--- config.mk ---
export PLATFORM = sky130hd
export DESIGN_NAME = minn_window_sum
export DESIGN_NICKNAME = d
export VERILOG_FILES = /design/src/rtl/minn_window_sum.sv
export SDC_FILE = /design/constraint.sdc
export NUM_CORES = 1
export LEC_CHECK = 0
export BUFFER_PORTS_ARGS = -buffer_cell sky130_fd_sc_hd__buf_2
export CORE_UTILIZATION = 52
export DETAILED_ROUTE_END_ITERATION = 6
export PLACE_DENSITY = 0.76
export SETUP_SLACK_MARGIN = 0.1
export SYNTH_ARGS = -nofsm -noshare
export SYNTH_HDL_FRONTEND = slang
export SYNTH_SLANG_ARGS = --single-unit
--- constraint.sdc ---
create_clock -name clk -period 5.6 [get_ports clk]
set_input_delay 0.56 -clock clk [delete_from_list [all_inputs] [get_ports clk]]
set_output_delay 0.56 -clock clk [all_outputs]
set_load 0.005 [all_outputs]
--- src/rtl/minn_window_sum.sv ---
// Sliding-window accumulator for the Minn timing metric: adds the newest term and
// subtracts the term the delay line reports as leaving the window.
module minn_window_sum #(
    parameter int WIDTH        = 16,
    parameter int WINDOW       = 16,
    parameter int ACC_WIDTH    = WIDTH + $clog2(WINDOW) + 1,
    parameter bit EMIT_PARTIAL = 1'b0
) (
    input  logic                        clk,
    input  logic                        rst,
    input  logic                        clear,
    input  logic                        in_valid,
    input  logic signed [WIDTH-1:0]     in_data,
    input  logic                        old_valid,
    input  logic signed [WIDTH-1:0]     old_data,
    output logic                        out_valid,
    output logic signed [ACC_WIDTH-1:0] out_sum,
    output logic                        window_full,
    output logic                        err
);
    localparam int CW = (WINDOW > 0) ? $clog2(WINDOW + 1) : 1;

    if (WINDOW <= 0) begin : g_bad_window
        $error("minn_window_sum: WINDOW must be positive");
    end
    if (ACC_WIDTH < WIDTH + $clog2(WINDOW)) begin : g_bad_acc
        $error("minn_window_sum: ACC_WIDTH too narrow for WINDOW terms");
    end

    logic signed [ACC_WIDTH-1:0] acc;
    logic signed [ACC_WIDTH-1:0] acc_next;
    logic signed [ACC_WIDTH-1:0] in_ext;
    logic signed [ACC_WIDTH-1:0] old_ext;
    logic        [CW-1:0]        count;
    logic        [CW-1:0]        count_next;
    logic                        full_now;
    logic                        sub;

    assign in_ext  = ACC_WIDTH'(in_data);
    assign old_ext = ACC_WIDTH'(old_data);

    // Subtraction only once the window holds WINDOW terms; earlier departing
    // terms are a protocol error and must not disturb the running sum.
    assign full_now   = (count == CW'(WINDOW));
    assign sub        = old_valid && full_now;
    assign count_next = full_now ? count : count + CW'(1);
    assign acc_next   = acc + in_ext - (sub ? old_ext : '0);

    always_ff @(posedge clk) begin
        if (rst) begin
            acc         <= '0;
            count       <= '0;
            out_sum     <= '0;
            out_valid   <= 1'b0;
            window_full <= 1'b0;
            err         <= 1'b0;
        end else begin
            if (old_valid && !in_valid)
                err <= 1'b1;

            if (clear) begin
                acc         <= '0;
                count       <= '0;
                out_sum     <= '0;
                out_valid   <= 1'b0;
                window_full <= 1'b0;
            end else if (in_valid) begin
                if (old_valid != full_now)
                    err <= 1'b1;
                acc         <= acc_next;
                out_sum     <= acc_next;
                count       <= count_next;
                window_full <= (count_next == CW'(WINDOW));
                out_valid   <= EMIT_PARTIAL || (count_next == CW'(WINDOW));
            end else begin
                out_valid <= 1'b0;
            end
        end
    end

endmodule

# Word-level counts from Yosys, hierarchy flattened
# Index checks and enable logic that the tools add are counted.
totals:
  reg_bits: 29
  n_memories: 0
  out_inout_bits: 24
  in_bits: 37
  mem_bits_rw: 0
  romBits: 0
  latch_bits: 0
  word_cells: 23
classes:
  n_div: 0
  n_lt_le_gt_ge: 0
  shifts: 0
  n_eq_ne: 3
  n_mul: 0
  reduce_logical: 5
  mux: 6
  addsub: 3
  n_bitwise: 1
ops:
  columns: ["operator", "count"]
  rows:
  - ["$add A21 B21 Y21", 1]
  - ["$mux W21", 1]
  - ["$sub A21 B21 Y21", 1]
  - ["$eq A5 B5 Y1 const B", 2]
  - ["$add A5 B1 Y5 const B", 1]
  - ["$mux W5", 1]
  - ["$mux W1", 4]
  - ["$reduce_or A3 Y1", 1]
  - ["$logic_and A1 B1 Y1", 2]
  - ["$reduce_or A2 Y1", 1]
  - ["$logic_not A1 Y1", 1]
  - ["$ne A1 B1 Y1", 1]
  - ["$not A1 Y1", 1]

# Longest topological paths before layout
depth:
  depth_word: 6
  mapped_depth: 18

# Worst setup path before layout
# Ideal clock, no wire load.
synth_path:
  path_type: "flip-flop to flip-flop"
  start: "reg count[0]"
  end: "reg acc[19]"
  setup_time_ns: 0.117
  arrival_time_ns: 3.534
  path_slack_ns: 1.948
  synth_period_minus_slack_ns: 3.652
  path_stages_with_launch: 17
  t_required_ns: 5.483
  cell_sequence: "dfxtp_1 -> inv_1 -> ha_1 -> nand3_1 -> inv_1 -> ha_1 -> clkbuf_1 -> nand2_1 -> inv_1 -> fa_1 -> inv_1 -> ha_1 -> and2_4 -> and3_1 -> a221o_1 -> or3_1 -> a32o_1"
synth_between:
  elab_chain_cells: 4
synth_lines:
  columns: ["element", "line", "text"]
  rows:
  - ["start: declaration", "34", "logic [CW-1:0] count;"]
  - ["start signal: assignment", "72", "count <= count_next;"]
  - ["$eq A5 B5 Y1", "44", "assign full_now = (count == CW'(WINDOW));"]
  - ["$logic_and A1 B1 Y1", "45", "assign sub = old_valid && full_now;"]
  - ["$mux W21", "47", "assign acc_next = acc + in_ext - (sub ? old_ext : '0);"]
  - ["$sub A21 B21 Y21", "47", null]
  - ["end signal: assignment", "70", "acc <= acc_next;"]
  - ["end: declaration", "30", "logic signed [ACC_WIDTH-1:0] acc;"]
# Every way passes these cells.
# A chain may end at the register's enable or synchronous reset.

# Worst setup path in the final report
# Ends and elaborated chain as after synthesis.

==> impl_results.md <==
* Fin area at approximately 3500 sq um
* Filler Cell Count at roughly 520
* Setup violators final at 0
* Type of the worst min-delay path: reg2reg
* Hold Vio Cnt, Final at 0
* Number of global-route vias before repair at around 2800
* Sum Neg Setup Slack at 0 ns
* RSZ-0062 raised after global routing: false
* Worst-Skew Late Latency at roughly 0.28 ns
* Post-synthesis compound-gate area fraction at 0.212
* Mapped Avg Cell Area at roughly 7.8 sq um
* DRC Markers at 0
* Primary FF master, synth: dfxtp_1
* Final design utilization at 0.628
* Post-CTS Hold Fix Bufs at 0
* Final ANT Viol Nets at 0
* Clock sinks at 29
* CP Capture Type: flop
* Hold Startpoint: window_full
* Largest net degree at the start of global routing at 30
* Root Driver: clkbuf_8
* Placeable Area at between 5000 and 6000 sq um
* Cell variety after synth at 55
* Post-DP HPWL at between 5000 and 6000 um
* Clock skew at just under 0.01 ns
* Flops & latches, synth at 29
* Period utilization at 0.728
* Peak Freq at ~250 MHz
* Warnings, synthesis at 0
* Number of buffers created by CTS at 5
* Final min period at approximately 4.1 ns
* Cell Pwr Density at about 220 nW/um^2
* Clock tree buffer depth at 2
* IO Pins at 61
* Largest family of logic cells by synthesized area: adder cells
* Clk slew on worst S/H paths at ~0.06 ns
* LEAKAGE at 0.00173 uW
* Chip Height at 79.4 um
* Worst setup path start: count[0]
* GRT Total Usage at 0.248
* Largest area contributor in the netlist: dfxtp_1
* Synthesis-to-layout area growth at 13.7%
* Yosys top cell area share at 0.186
* Total wire length at about 7300 um
* DRT iter0 DRCs at about 160
* Slew margin rel. at 0.405
* Status: finished, final reports clean
* Flop-to-flop setup slack at 1.53 ns
* DP Area at ~3500 sq um
* Via Count at 2900
* Mean routed wirelength per cell at about 14 um
* Die area at roughly 6300 sq um
* # resized after CTS at 0
* # Post-CTS Setup Buffers at 0
* Fraction of layout cells with a size suffix above 1 at 0.179
* Crit path required time at 5.77 ns
* Mapped Cells at ~400
* Post-Layout Cell Count at between 500 and 600
* CTS tree: yes
* N_diodes at 0
* Syn Nets at 480
* Worst r2r src: count[0]
* Die W at approximately 80 um
* Sequential element share of the synthesized area at 0.186
* DR pass1 iterations at 5
* Peak supply drop at approximately 0.15 mV
* GP Congestion at between 0.8 and 0.9
* Initial antenna violation count at 0
* Starting Density at 0.553
* Count leader, synth: inv_1
* Port bufs at 60
* Site row count at 27
* CP Launch Type: flop
* Critical Path Fanout Max at 16
* Final Max Slew Viols at 0
* Synth Area in Adders at 0.229
* Async S/R FF share, synth at 0
* First-pass GRT wire length at ~12000 um
* Worst EP arrival at 4.24 ns
* Largest cells by area after synthesis: dfxtp_1, fa_1, ha_1
* Nets at approximately 530
* Placed Cells incl. Taps at between 500 and 600
* Post-synth EDFFs at 0
* Post-synth design cell area at slightly above 3000 sq um
* Max Cap Viol at 0
* Gr ovfl total at 0
* Worst slew pin tran at ~0.9 ns
* Vias per cell at approximately 5.5
* H-tree Lvls at 2
* Crit Path Class: reg2reg
* Min Hold Slack at 0.449 ns
* Synth cell count leaders: inv_1, dfxtp_1, a21oi_1, ha_1, nand2_1
* Synth Area in XOR/XNOR at 0.0309
* Multiplexer share of the synthesized area at 0.0197
* Synth Area in Simple Gates at 0.209
[critical path, cell delays in order, from the launching register on]
cell     delay (ns)
dfxtp_1        0.36
inv_1          0.11
ha_1           0.15
nand3_1        0.12
inv_1          0.10
ha_1           0.51
nand2_1        0.15
inv_1          0.24
fa_1           0.47
inv_1          0.07
ha_1           0.31
and2_4         0.21
and3_1         0.19
a221o_1        0.37
or3_1          0.35
a32o_1         0.26
[where the power goes]
| group | switching [uW] | internal [uW] |
|---|---|---|
| Combinational | 215 | 151 |
| Sequential | 10.6 | 220 |
| Clock | 82.1 | 97.4 |
[sequential cells by signal, indices dropped and copies added, names as in the netlist]
| name | cells |
|---|---|
| acc | 21 |
| window_full | 1 |
| err | 1 |
| out_valid | 1 |
| count | 5 |
[kinds of logic after synthesis]
kind of cell,Yosys count
flip-flops,29
buffers and inverters,94
AO/OA/AOI/OAI,90
multiplexers,6
adder cells (fa/ha/maj),45
AND/OR/NAND/NOR,123
XOR/XNOR,11
[per-stage QoR]
stage / worst slack (ns) / power (uW)
4_1_cts: 1.50 / 775
6_report: 1.53 / 776
3_5_place_dp: 1.51 / 593
2_1_floorplan: 1.95 / 505
5_1_grt: 1.23 / 829
3_3_place_gp: 1.66 / 585
[worst paths after layout]
check           endpoint  cells past startpoint
max              acc[19]                     15
min          window_full                      1
max reg2reg      acc[19]                     15
min reg2reg  window_full                      1
[metal layers]
metal  wire (um)  share of wire  global-route usage  vias up
li1            -              -                   -     1445
met1        3540           0.49               0.320     1360
met2        3310           0.45               0.414       83
met3         303          0.042              0.0343       12
met4         140          0.019               0.104        0
met5           0              0                   0        -
[layout by cell type, fill, tap and decap left out, drive strengths merged, types with 2 or more instances in the layout]
cell type,instances
o311ai,3
o21ai,17
nand3,17
or3,9
xor2,6
mux2i,5
xnor2,5
nor3,7
o21a,9
inv,81
dfxtp,29
nand3b,7
fa,20
a21o,6
nand4,7
a2111oi,3
and4,2
buf,60
and3,9
o22ai,2
clkbuf,7
o211ai,5
o32a,2
a21oi,29
a32o,3
nor2,22
a21boi,2
ha,25
and2,16
nand2,22
[final cells by class]
type | count | area, sq um | share of cell area
well taps | 72 | 90.1 | 0.0254
multi-input cells | 275 | 2180 | 0.616
repair buffers | 60 | 300 | 0.0847
clock buffers | 7 | 86.3 | 0.0244
flip-flops and latches | 29 | 581 | 0.164
inverters | 81 | 304 | 0.0858
Power figures use the tool's default switching activity.
